File: src/rtl/alu_pkg.sv
// Shared definitions for the ALU issue stage: ALU operation codes, RV32I opcodes,
// operand/immediate selectors, the registered issue packet and an immediate helper.
package alu_pkg;

  localparam logic [3:0] ALU_AND    = 4'b0000;
  localparam logic [3:0] ALU_OR     = 4'b0001;
  localparam logic [3:0] ALU_XOR    = 4'b0010;
  localparam logic [3:0] ALU_ADD    = 4'b0011;
  localparam logic [3:0] ALU_SUB    = 4'b0100;
  localparam logic [3:0] ALU_PASS_B = 4'b0110;
  localparam logic [3:0] ALU_SLL    = 4'b0111;
  localparam logic [3:0] ALU_SRL    = 4'b1000;
  localparam logic [3:0] ALU_SRA    = 4'b1001;
  localparam logic [3:0] ALU_SLTU   = 4'b1011;
  localparam logic [3:0] ALU_SLT    = 4'b1100;

  localparam logic [6:0] OPC_OP     = 7'b0110011;
  localparam logic [6:0] OPC_OPIMM  = 7'b0010011;
  localparam logic [6:0] OPC_LUI    = 7'b0110111;
  localparam logic [6:0] OPC_AUIPC  = 7'b0010111;
  localparam logic [6:0] OPC_LOAD   = 7'b0000011;
  localparam logic [6:0] OPC_STORE  = 7'b0100011;
  localparam logic [6:0] OPC_JAL    = 7'b1101111;
  localparam logic [6:0] OPC_JALR   = 7'b1100111;
  localparam logic [6:0] OPC_BRANCH = 7'b1100011;

  typedef enum logic [2:0] {
    IMM_NONE,
    IMM_I,
    IMM_S,
    IMM_U,
    IMM_SHAMT,
    IMM_LINK
  } imm_type_e;

  typedef enum logic [1:0] {
    OP1_RS1,
    OP1_PC,
    OP1_ZERO
  } op1_sel_e;

  typedef enum logic [1:0] {
    OP2_RS2,
    OP2_IMM,
    OP2_ZERO
  } op2_sel_e;

  typedef struct packed {
    logic [31:0] pc;
    logic [31:0] op1;
    logic [31:0] op2;
    logic [3:0]  aluSel;
    logic        sign;
    logic        shift;
    logic [4:0]  rd;
    logic        rdWe;
    logic        isBranch;
    logic        illegal;
  } issue_pkt_t;

  // Shift immediates carry only the 5-bit shamt so SRAI's funct7 bits never reach the ALU.
  function automatic logic [31:0] genImm(imm_type_e immType, logic [31:0] instr);
    logic [31:0] imm;
    case (immType)
      IMM_I:     imm = {{20{instr[31]}}, instr[31:20]};
      IMM_S:     imm = {{20{instr[31]}}, instr[31:25], instr[11:7]};
      IMM_U:     imm = {instr[31:12], 12'b0};
      IMM_SHAMT: imm = {27'b0, instr[24:20]};
      IMM_LINK:  imm = 32'd4;
      default:   imm = '0;
    endcase
    return imm;
  endfunction

endpackage

File: src/rtl/alu_issue_stage_if.sv
// Issue-stage bus: upstream instruction handshake plus the registered ALU operand bundle.
// The performance counter outputs exist only when ALU_ISSUE_PERF_EN is defined.
interface alu_issue_stage_if #(
  parameter int XLEN = 32
);
  logic            i_valid;
  logic            o_ready_up;
  logic [31:0]     i_instr;
  logic [XLEN-1:0] i_pc;
  logic [XLEN-1:0] i_rs1;
  logic [XLEN-1:0] i_rs2;
  logic            i_flush;
  logic            i_ready_dn;
  logic            o_valid;
  logic [XLEN-1:0] o_pc;
  logic [XLEN-1:0] o_i_1;
  logic [XLEN-1:0] o_i_2;
  logic [3:0]      o_aluSel;
  logic            o_sign;
  logic            o_shift;
  logic [4:0]      o_rd;
  logic            o_rd_we;
  logic            o_is_branch;
  logic            o_illegal;
`ifdef ALU_ISSUE_PERF_EN
  logic [31:0]     o_issue_cnt;
  logic [31:0]     o_stall_cnt;
`endif

  modport slave (
    input  i_valid, i_instr, i_pc, i_rs1, i_rs2, i_flush, i_ready_dn,
`ifdef ALU_ISSUE_PERF_EN
    output o_issue_cnt, o_stall_cnt,
`endif
    output o_ready_up, o_valid, o_pc, o_i_1, o_i_2, o_aluSel, o_sign, o_shift,
           o_rd, o_rd_we, o_is_branch, o_illegal
  );

  modport master (
    output i_valid, i_instr, i_pc, i_rs1, i_rs2, i_flush, i_ready_dn,
`ifdef ALU_ISSUE_PERF_EN
    input  o_issue_cnt, o_stall_cnt,
`endif
    input  o_ready_up, o_valid, o_pc, o_i_1, o_i_2, o_aluSel, o_sign, o_shift,
           o_rd, o_rd_we, o_is_branch, o_illegal
  );

endinterface

File: src/rtl/alu_ctrl_decode.sv
// Combinational RV32I decode: instruction word to ALU control, operand selects and immediate.
module alu_ctrl_decode
  import alu_pkg::*;
(
  input  logic [31:0] instr_i,
  output logic [3:0]  aluSel_o,
  output logic        sign_o,
  output logic        shift_o,
  output op1_sel_e    op1Sel_o,
  output op2_sel_e    op2Sel_o,
  output logic [31:0] imm_o,
  output logic        rdWe_o,
  output logic        isBranch_o,
  output logic        illegal_o
);

  logic [6:0] opcode;
  logic [2:0] funct3;
  logic       f7b5;
  imm_type_e  immType;

  assign opcode = instr_i[6:0];
  assign funct3 = instr_i[14:12];
  assign f7b5   = instr_i[30];

  always_comb begin
    aluSel_o   = ALU_ADD;
    sign_o     = 1'b0;
    shift_o    = 1'b0;
    op1Sel_o   = OP1_ZERO;
    op2Sel_o   = OP2_ZERO;
    immType    = IMM_NONE;
    rdWe_o     = 1'b0;
    isBranch_o = 1'b0;
    illegal_o  = 1'b0;

    case (opcode)
      // Register and immediate ALU ops share one funct3 table; only OP has SUB.
      OPC_OP, OPC_OPIMM: begin
        op1Sel_o = OP1_RS1;
        op2Sel_o = (opcode == OPC_OP) ? OP2_RS2 : OP2_IMM;
        immType  = IMM_I;
        rdWe_o   = 1'b1;
        case (funct3)
          3'b000: aluSel_o = (opcode == OPC_OP && f7b5) ? ALU_SUB : ALU_ADD;
          3'b001: begin
            aluSel_o = ALU_SLL;
            shift_o  = 1'b1;
            immType  = IMM_SHAMT;
          end
          3'b010: begin
            aluSel_o = ALU_SLT;
            sign_o   = 1'b1;
          end
          3'b011: aluSel_o = ALU_SLTU;
          3'b100: aluSel_o = ALU_XOR;
          3'b101: begin
            shift_o  = 1'b1;
            immType  = IMM_SHAMT;
            aluSel_o = f7b5 ? ALU_SRA : ALU_SRL;
            sign_o   = f7b5;
          end
          3'b110: aluSel_o = ALU_OR;
          default: aluSel_o = ALU_AND;
        endcase
      end
      OPC_LUI: begin
        aluSel_o = ALU_PASS_B;
        op2Sel_o = OP2_IMM;
        immType  = IMM_U;
        rdWe_o   = 1'b1;
      end
      OPC_AUIPC: begin
        op1Sel_o = OP1_PC;
        op2Sel_o = OP2_IMM;
        immType  = IMM_U;
        rdWe_o   = 1'b1;
      end
      OPC_LOAD: begin
        op1Sel_o = OP1_RS1;
        op2Sel_o = OP2_IMM;
        immType  = IMM_I;
        rdWe_o   = 1'b1;
      end
      OPC_STORE: begin
        op1Sel_o = OP1_RS1;
        op2Sel_o = OP2_IMM;
        immType  = IMM_S;
      end
      OPC_JAL, OPC_JALR: begin
        op1Sel_o = OP1_PC;
        op2Sel_o = OP2_IMM;
        immType  = IMM_LINK;
        rdWe_o   = 1'b1;
      end
      OPC_BRANCH: begin
        op1Sel_o   = OP1_RS1;
        op2Sel_o   = OP2_RS2;
        isBranch_o = 1'b1;
        case (funct3[2:1])
          2'b10: begin
            aluSel_o = ALU_SLT;
            sign_o   = 1'b1;
          end
          2'b11: aluSel_o = ALU_SLTU;
          default: aluSel_o = ALU_SUB;
        endcase
      end
      default: illegal_o = 1'b1;
    endcase
  end

  assign imm_o = genImm(immType, instr_i);

endmodule

File: src/rtl/alu_issue_stage.sv
// Registered decode/issue stage feeding the ALU, with valid/ready stall and flush.
// Define ALU_ISSUE_PERF_EN to add the issue and stall counters.
module alu_issue_stage
  import alu_pkg::*;
#(
  parameter int              XLEN         = 32,
  parameter logic [XLEN-1:0] RESET_PC_TAG = '0
) (
  input logic             clk,
  input logic             rst,
  alu_issue_stage_if.slave bus
);

  logic        validQ, validD;
  issue_pkt_t  pktQ, pktD, pktIn;
  logic        readyUp, accept;

  logic [3:0]  decAluSel;
  logic        decSign, decShift, decRdWe, decIsBranch, decIllegal;
  op1_sel_e    decOp1Sel;
  op2_sel_e    decOp2Sel;
  logic [31:0] decImm;
  logic [XLEN-1:0] op1, op2;
  logic [4:0]  rdField;

  alu_ctrl_decode uDecode (
    .instr_i    (bus.i_instr),
    .aluSel_o   (decAluSel),
    .sign_o     (decSign),
    .shift_o    (decShift),
    .op1Sel_o   (decOp1Sel),
    .op2Sel_o   (decOp2Sel),
    .imm_o      (decImm),
    .rdWe_o     (decRdWe),
    .isBranch_o (decIsBranch),
    .illegal_o  (decIllegal)
  );

  assign readyUp = ~validQ | bus.i_ready_dn;
  assign accept  = bus.i_valid & readyUp & ~bus.i_flush;
  assign rdField = bus.i_instr[11:7];

  always_comb begin
    op1 = '0;
    op2 = '0;
    case (decOp1Sel)
      OP1_RS1: op1 = bus.i_rs1;
      OP1_PC:  op1 = bus.i_pc;
      default: op1 = '0;
    endcase
    case (decOp2Sel)
      OP2_RS2: op2 = bus.i_rs2;
      OP2_IMM: op2 = decImm;
      default: op2 = '0;
    endcase
  end

  // Writes to x0 are architecturally discarded, so never request writeback for them.
  always_comb begin
    pktIn          = '0;
    pktIn.pc       = bus.i_pc;
    pktIn.op1      = op1;
    pktIn.op2      = op2;
    pktIn.aluSel   = decAluSel;
    pktIn.sign     = decSign;
    pktIn.shift    = decShift;
    pktIn.rd       = rdField;
    pktIn.rdWe     = decRdWe & (rdField != 5'd0);
    pktIn.isBranch = decIsBranch;
    pktIn.illegal  = decIllegal;
  end

  // Hold while stalled, reload on accept, and let flush kill both held and incoming work.
  always_comb begin
    validD = validQ & ~bus.i_ready_dn;
    pktD   = pktQ;
    if (accept) begin
      validD = 1'b1;
      pktD   = pktIn;
    end
    if (bus.i_flush) begin
      validD = 1'b0;
    end
  end

  always_ff @(posedge clk) begin
    if (rst) begin
      validQ      <= 1'b0;
      pktQ        <= '0;
      pktQ.aluSel <= ALU_ADD;
    end else begin
      validQ <= validD;
      pktQ   <= pktD;
    end
  end

  assign bus.o_ready_up  = readyUp;
  assign bus.o_valid     = validQ;
  assign bus.o_pc        = validQ ? pktQ.pc : RESET_PC_TAG;
  assign bus.o_i_1       = pktQ.op1;
  assign bus.o_i_2       = pktQ.op2;
  assign bus.o_aluSel    = pktQ.aluSel;
  assign bus.o_sign      = pktQ.sign;
  assign bus.o_shift     = pktQ.shift;
  assign bus.o_rd        = pktQ.rd;
  assign bus.o_rd_we     = pktQ.rdWe;
  assign bus.o_is_branch = pktQ.isBranch;
  assign bus.o_illegal   = pktQ.illegal;

`ifdef ALU_ISSUE_PERF_EN
  logic [31:0] issueCntQ, issueCntD, stallCntQ, stallCntD;

  assign issueCntD = issueCntQ + {31'b0, accept};
  assign stallCntD = stallCntQ + {31'b0, validQ & ~bus.i_ready_dn};

  always_ff @(posedge clk) begin
    if (rst) begin
      issueCntQ <= '0;
      stallCntQ <= '0;
    end else begin
      issueCntQ <= issueCntD;
      stallCntQ <= stallCntD;
    end
  end

  assign bus.o_issue_cnt = issueCntQ;
  assign bus.o_stall_cnt = stallCntQ;
`endif

endmodule

File: src/flat_wrapper.sv
// flat-port wrapper written by rule: the top's interface ports become plain ports
module alu_issue_stage_flat import alu_pkg::*;
#(
  parameter int              XLEN         = 32,
  parameter logic [XLEN-1:0] RESET_PC_TAG = '0
)
  (clk, rst, bus_i_valid, bus_i_instr, bus_i_pc, bus_i_rs1, bus_i_rs2, bus_i_flush, bus_i_ready_dn, bus_o_ready_up, bus_o_valid, bus_o_pc, bus_o_i_1, bus_o_i_2, bus_o_aluSel, bus_o_sign, bus_o_shift, bus_o_rd, bus_o_rd_we, bus_o_is_branch, bus_o_illegal);
  alu_issue_stage_if #(.XLEN(XLEN)) bus_i ();
  input logic clk;
  input logic rst;
  input wire logic [$bits(bus_i.i_valid)-1:0] bus_i_valid;
  input wire logic [$bits(bus_i.i_instr)-1:0] bus_i_instr;
  input wire logic [$bits(bus_i.i_pc)-1:0] bus_i_pc;
  input wire logic [$bits(bus_i.i_rs1)-1:0] bus_i_rs1;
  input wire logic [$bits(bus_i.i_rs2)-1:0] bus_i_rs2;
  input wire logic [$bits(bus_i.i_flush)-1:0] bus_i_flush;
  input wire logic [$bits(bus_i.i_ready_dn)-1:0] bus_i_ready_dn;
  output wire logic [$bits(bus_i.o_ready_up)-1:0] bus_o_ready_up;
  output wire logic [$bits(bus_i.o_valid)-1:0] bus_o_valid;
  output wire logic [$bits(bus_i.o_pc)-1:0] bus_o_pc;
  output wire logic [$bits(bus_i.o_i_1)-1:0] bus_o_i_1;
  output wire logic [$bits(bus_i.o_i_2)-1:0] bus_o_i_2;
  output wire logic [$bits(bus_i.o_aluSel)-1:0] bus_o_aluSel;
  output wire logic [$bits(bus_i.o_sign)-1:0] bus_o_sign;
  output wire logic [$bits(bus_i.o_shift)-1:0] bus_o_shift;
  output wire logic [$bits(bus_i.o_rd)-1:0] bus_o_rd;
  output wire logic [$bits(bus_i.o_rd_we)-1:0] bus_o_rd_we;
  output wire logic [$bits(bus_i.o_is_branch)-1:0] bus_o_is_branch;
  output wire logic [$bits(bus_i.o_illegal)-1:0] bus_o_illegal;
  assign bus_i.i_valid = bus_i_valid;
  assign bus_i.i_instr = bus_i_instr;
  assign bus_i.i_pc = bus_i_pc;
  assign bus_i.i_rs1 = bus_i_rs1;
  assign bus_i.i_rs2 = bus_i_rs2;
  assign bus_i.i_flush = bus_i_flush;
  assign bus_i.i_ready_dn = bus_i_ready_dn;
  assign bus_o_ready_up = bus_i.o_ready_up;
  assign bus_o_valid = bus_i.o_valid;
  assign bus_o_pc = bus_i.o_pc;
  assign bus_o_i_1 = bus_i.o_i_1;
  assign bus_o_i_2 = bus_i.o_i_2;
  assign bus_o_aluSel = bus_i.o_aluSel;
  assign bus_o_sign = bus_i.o_sign;
  assign bus_o_shift = bus_i.o_shift;
  assign bus_o_rd = bus_i.o_rd;
  assign bus_o_rd_we = bus_i.o_rd_we;
  assign bus_o_is_branch = bus_i.o_is_branch;
  assign bus_o_illegal = bus_i.o_illegal;
  alu_issue_stage #(.XLEN(XLEN), .RESET_PC_TAG(RESET_PC_TAG)) u_core (.clk(clk), .rst(rst), .bus(bus_i));
endmodule
File: config.mk
export PLATFORM = sky130hd
export DESIGN_NAME = alu_issue_stage_flat
export DESIGN_NICKNAME = d
export VERILOG_FILES = /design/src/rtl/alu_pkg.sv /design/src/rtl/alu_issue_stage_if.sv /design/src/rtl/alu_ctrl_decode.sv /design/src/rtl/alu_issue_stage.sv /design/src/flat_wrapper.sv
export SDC_FILE = /design/constraint.sdc
export NUM_CORES = 1
export LEC_CHECK = 0
export BUFFER_PORTS_ARGS = -buffer_cell sky130_fd_sc_hd__buf_4
export CORE_AREA = 2 2 122 101
export DETAILED_ROUTE_END_ITERATION = 12
export DIE_AREA = 0 0 124 103
export PLACE_DENSITY_LB_ADDON = 0.25
export SETUP_SLACK_MARGIN = 0.3
export SLEW_MARGIN = 10
export SYNTH_ARGS = -nofsm -noshare
export SYNTH_HDL_FRONTEND = slang
export SYNTH_HIERARCHICAL = 1
export SYNTH_SLANG_ARGS = --single-unit
File: constraint.sdc
create_clock -name clk -period 3.6 [get_ports clk]
set_input_delay 0.72 -clock clk [delete_from_list [all_inputs] [get_ports clk]]
set_output_delay 0.72 -clock clk [all_outputs]
set_load 0.01 [all_outputs]
# Word level (Yosys, flattened, before mapping)
# Index checks and enable logic that the tools add are counted.
# W data, S select, Z words.
# word_totals
reg_bits	111
inputBits	133
out_inout_bits	112
# classes
eq_ne	24
muxes	23
bitwise	8
reduce_logical	15
# op_table
op	count
$pmux W32 S5	1
$pmux W32 S2	2
$mux W32	1
$pmux W4 S7	1
$eq A7 B6 Y1 const B	3
$eq A7 B7 Y1 const B	3
$eq A3 B3 Y1 const B	5
$pmux W3 S5	1
$eq A7 B5 Y1 const B	2
$eq A3 B2 Y1 const B	4
$pmux W4 S3	1
$reduce_or A2 Y1	5
$mux W1	9
$reduce_or A9 Y1	1
$pmux W4 S2	1
$eq A7 B2 Y1 const B	1
$reduce_or A7 Y1	1
$eq A3 B1 Y1 const B	2
$mux W3	2
$pmux W2 S3	1
$reduce_or A6 Y1	1
$reduce_bool A5 Y1	1
$reduce_or A5 Y1	1
$and A1 B1 Y1	4
10 further kinds	16

# Depth between registers and ports, before layout
# logic_depth
word_depth	7
ltp_mapped	9
mapped_depth_nobuf	7

# Modules after synthesis
# Netlist, hierarchy kept.
# by_module_without_submodules
mod	instances	cells_per_inst	area_each_um2	seq_area_each_um2
alu_issue_stage	1	545	5181.2	2222.1
alu_ctrl_decode	1	112	701.9	0.0

# Worst setup path before layout
# OpenSTA, ideal clock, no wires.
# synth_path
path_type	in2reg
startpoint	input bus_i_instr[4]
endpoint	register u_core.pktQ (netlist bit u_core/bus.o_i_2[11])
setup_ns	0.119
t_arrival_ns	2.298
required_time_ns	3.481
slack_ns	1.183
stages	8
path_buffers	3
path_cell_list	buf_2 > nor3b_1 > a21oi_1 > a211oi_1 > buf_2 > clkbuf_1 > mux2i_1 > o2bb2ai_1
# synth_between
word_cells_on_any_way	25
classes_between	eq/ne: 15; mux: 5; reduce/logical: 5
# synth_rtl
element	line_no	rtl
from (decl)	flat_wrapper.sv:12	input wire logic [$bits(bus_i.i_instr)-1:0] bus_i_instr;
$eq A7 B7 Y1, or another cell as far along	alu_ctrl_decode.sv:37	case (opcode)
$reduce_or A6 Y1 (no source line), or another cell as far along	-	
$pmux W2 S3 *	alu_ctrl_decode.sv:37	
via u_core.decOp2Sel[0]	alu_issue_stage.sv:21	op2_sel_e decOp2Sel;
$eq A2 B1 Y1 / $logic_not A2 Y1 (equally long branches)	alu_issue_stage.sv:51	case (decOp2Sel)
$pmux W32 S2 *	alu_issue_stage.sv:51	
to (signal assigned)	alu_issue_stage.sv:93	pktQ <= pktD;
to (decl)	alu_issue_stage.sv:15	issue_pkt_t pktQ, pktD, pktIn;
# Mark *: on every way through the listed nets, which the timed path passes. The rest lies on a longest branch.
# A chain may end at the register's enable or synchronous reset.

# Worst setup path after layout
# layout_path
startpoint	register u_core.validQ, in the netlist u_core/bus.o_valid
endpoint	output bus_o_ready_up
# layout_between
elab_chain_len	2
# layout_lines
element	line_no	rtl
from (decl)	alu_issue_stage.sv:14	logic validQ, validD;
from (signal assigned)	alu_issue_stage.sv:92	validQ <= validD;
$not A1 Y1	alu_issue_stage.sv:39	assign readyUp = ~validQ | bus.i_ready_dn;
$or A1 B1 Y1	alu_issue_stage.sv:39	
to (decl)	flat_wrapper.sv:18	output wire logic [$bits(bus_i.o_ready_up)-1:0] bus_o_ready_up;
# No other way between the ends.

==> run metrics <==
CTS tree yes; initial antenna violation count 0; CTS root buffer clkbuf_16; R2R Path Start u_core/bus.o_valid$_SDFF_PP0_; number of global-route vias before repair between 4,000 and 5,000; Iter 0 DRT Violations between 300 and 400; reg-to-reg setup timing slack about 1.3 ns; Netlist cell types 40; Die Area 12,800 µm²; FFs w/ async S/R, synth 0; Slew headroom 0.535; first-pass iteration count of the detailed router 5; first-pass GRT wire length 25.0 mm; Antenna diodes 0; biggest area consumer among synthesized cells dfxtp_1; routed vias between 5,000 and 6,000; GP Congestion approximately 0.8; chip height 103 µm; Worst-Margin Slew ~0.7 ns; Worst setup EP type output port; Die Span X ~120 µm; clk_skew ~0.0046 ns; Reg clk slew, reported paths 0.07 ns; #FFs+latches synth around 110; syn avg cell area ~9 µm²; Setup Viol. Count Final 0; RSZ-0062 raised after global routing no; nets 925; worst reg2reg endpoint u_core/bus.o_i_1[1]$_SDFFE_PP0P_; HPWL Detailed 12.0 mm; H-tree depth 3; Routed WL approximately 17 mm; number of synthesized flops with an enable pin 0; min-delay src u_core/bus.o_i_1[20]$_SDFFE_PP0P_; most frequent cells after synthesis dfxtp_1, buf_4, mux2i_1, o2bb2ai_1, nand3_1; Max Root-Sink Buffers 2; hold buffers post-CTS 0; row cnt 36; CP endpoint bus_o_ready_up; fin cells ~950; Synth Flop Type dfxtp_1; Mapped Area ~5900 µm²; Worst Setup SP u_core/bus.o_valid$_SDFF_PP0_; CP Max Fanout 34; count leader, synth dfxtp_1; gr ovfl total 0; fin. max-slew vios 0; Slowest cell on crit path inv_2; Area Growth Syn to Fin 27.3%; Fin. Hold Viols 0; family with the most delay on the worst path buffers and inverters; CP startpoint kind register; Yosys Warn Count 6; Buf/Inv on CP 3; peak supply drop ~0.00019 V; max incr delay on CP just over 0.4 ns; Core Area 11,700 µm²; DR vias/cell about 5.5; critical-path cell list buf_4, nor2b_2, inv_2, buf_4; ANT nets after route 0; GRT Overall Usage 0.248; worst-skew pair later-pin latency about 0.34 ns; Post-Place Cells 933; minimum clock period 2.43 ns; Final period util 0.675; WS Path Type reg -> out; Leak around 3.2 nW; Power per Cell Area 344 nW/µm²; worst endpoint required time 2.88 ns; # DRC 0; number of port buffers ~240; Top cell by count, worst path buf_4; max-cap violation count 0; Worst path depth 4; Cells after Synth about 660; share of layout cells above drive strength 1 0.356; Fmax roughly 400 MHz; worst r2r path cells 6; worst min path class reg -> reg; # IOs around 250; setup TNS 0 ns; starting density of the core 0.502; worst path arrival time between 1.5 and 2 ns; Synth Net Count 790; synth top area cells dfxtp_1, mux2i_1, buf_4; layout filler cell count between 1,000 and 1,500; status finished, final reports clean; clock sink count between 100 and 150; largest net degree at the start of global routing 60; drt wl/cell 17.5 µm; Resized cells post-CTS 0; CTS buffer count 9; Seq/Total Area, Yosys 0.378; post-CTS setup buffers 0; Synth top area share 0.378
## per-stage QoR
step                      total power (W)  area (µm²)  hold WS (ns)   util  setup WS [ns]
after floorplan                   0.00147        5880         0.434      -           1.18
after global placement            0.00163        7200         0.447  0.615          0.944
after detailed placement          0.00165        7200         0.449  0.615          0.863
after CTS                         0.00260        7490         0.471  0.639           1.15
after global routing              0.00268        7490         0.479  0.639           1.02
final                             0.00258        7490         0.470  0.639           1.17
## final cells by class
cell class | instances | area, µm² | area share
multi-input cells | 410 | 2850 | 0.381
flip-flops and latches | 111 | 2220 | 0.297
repair buffers | 257 | 1930 | 0.258
clock buffers | 12 | 256 | 0.0343
well taps | 152 | 190 | 0.0254
clock inverters | 4 | 28.8 | 0.00384
inverters | 3 | 11.3 | 0.00150
## logic make-up (layout without fill, tap and decap cells)
| family | count (synthesis) | after routing | share of synthesized area |
|---|---|---|---|
| compound gates | 206 | 206 | 0.235 |
| buf+inv | 136 | 276 | 0.144 |
| flops | 111 | 111 | 0.378 |
| simple gates | 138 | 138 | 0.131 |
| mux | 66 | 66 | 0.112 |
## cell usage in the layout, fill, tap and decap left out, types with 2 or more instances in the layout
cell type,netlist,layout
nor2b_2,1,2
dfxtp_1,111,111
o21ai_0,50,50
and2_1,38,38
o21a_1,2,2
inv_1,2,2
nor3_1,7,6
clkbuf_8,0,2
a21o_1,23,23
o2bb2ai_1,64,64
nor2_1,7,7
a31oi_1,2,2
mux2i_1,66,66
a21oi_4,1,2
clkbuf_16,0,9
a21oi_1,54,53
nand3b_1,2,2
nand3_1,58,58
clkinvlp_4,0,2
nand2_1,10,10
nand2b_1,6,6
buf_4,81,257
## report_power, final
group          internal [W]  total, W  leakage [nW]  switching [W]
clock              0.000510  0.000958         0.135       0.000448
sequential          0.00125   0.00126         0.899      0.0000112
combinational      0.000176  0.000354          2.18       0.000178
## worst min-delay path by stage
stage	cells after the start	slack [ns]	endpoint
floorplan	1	0.43	u_core/bus.o_i_1[0]$_SDFFE_PP0P_
global placement	1	0.45	u_core/bus.o_i_2[27]$_SDFFE_PP0P_
detailed placement	1	0.45	u_core/bus.o_i_1[20]$_SDFFE_PP0P_
CTS	1	0.47	u_core/bus.o_i_2[0]$_SDFFE_PP0P_
global route	1	0.48	u_core/bus.o_i_1[2]$_SDFFE_PP0P_
finish	1	0.47	u_core/bus.o_i_1[20]$_SDFFE_PP0P_
## flip-flops by register name, summed over array words and instances (netlist names)
register and count:
u_core/bus.o_i_1 32, u_core/bus.o_i_2 32, u_core/pktQ 32, u_core/bus.o_rd 5, u_core/bus.o_aluSel 4, u_core/bus.o_illegal 1
u_core/bus.o_is_branch 1, u_core/bus.o_rd_we 1, u_core/bus.o_shift 1, u_core/bus.o_sign 1, u_core/bus.o_valid 1
## layer usage
| metal | up-vias | share of wire | track usage |
|---|---|---|---|
| met5 | - | 0 | 0 |
| met4 | 0 | 0.012 | 0.0579 |
| met3 | 19 | 0.076 | 0.0691 |
| met2 | 186 | 0.48 | 0.418 |
| met1 | 2489 | 0.44 | 0.318 |
| li1 | 2549 | - | - |
(Power assumes the default switching activity.)
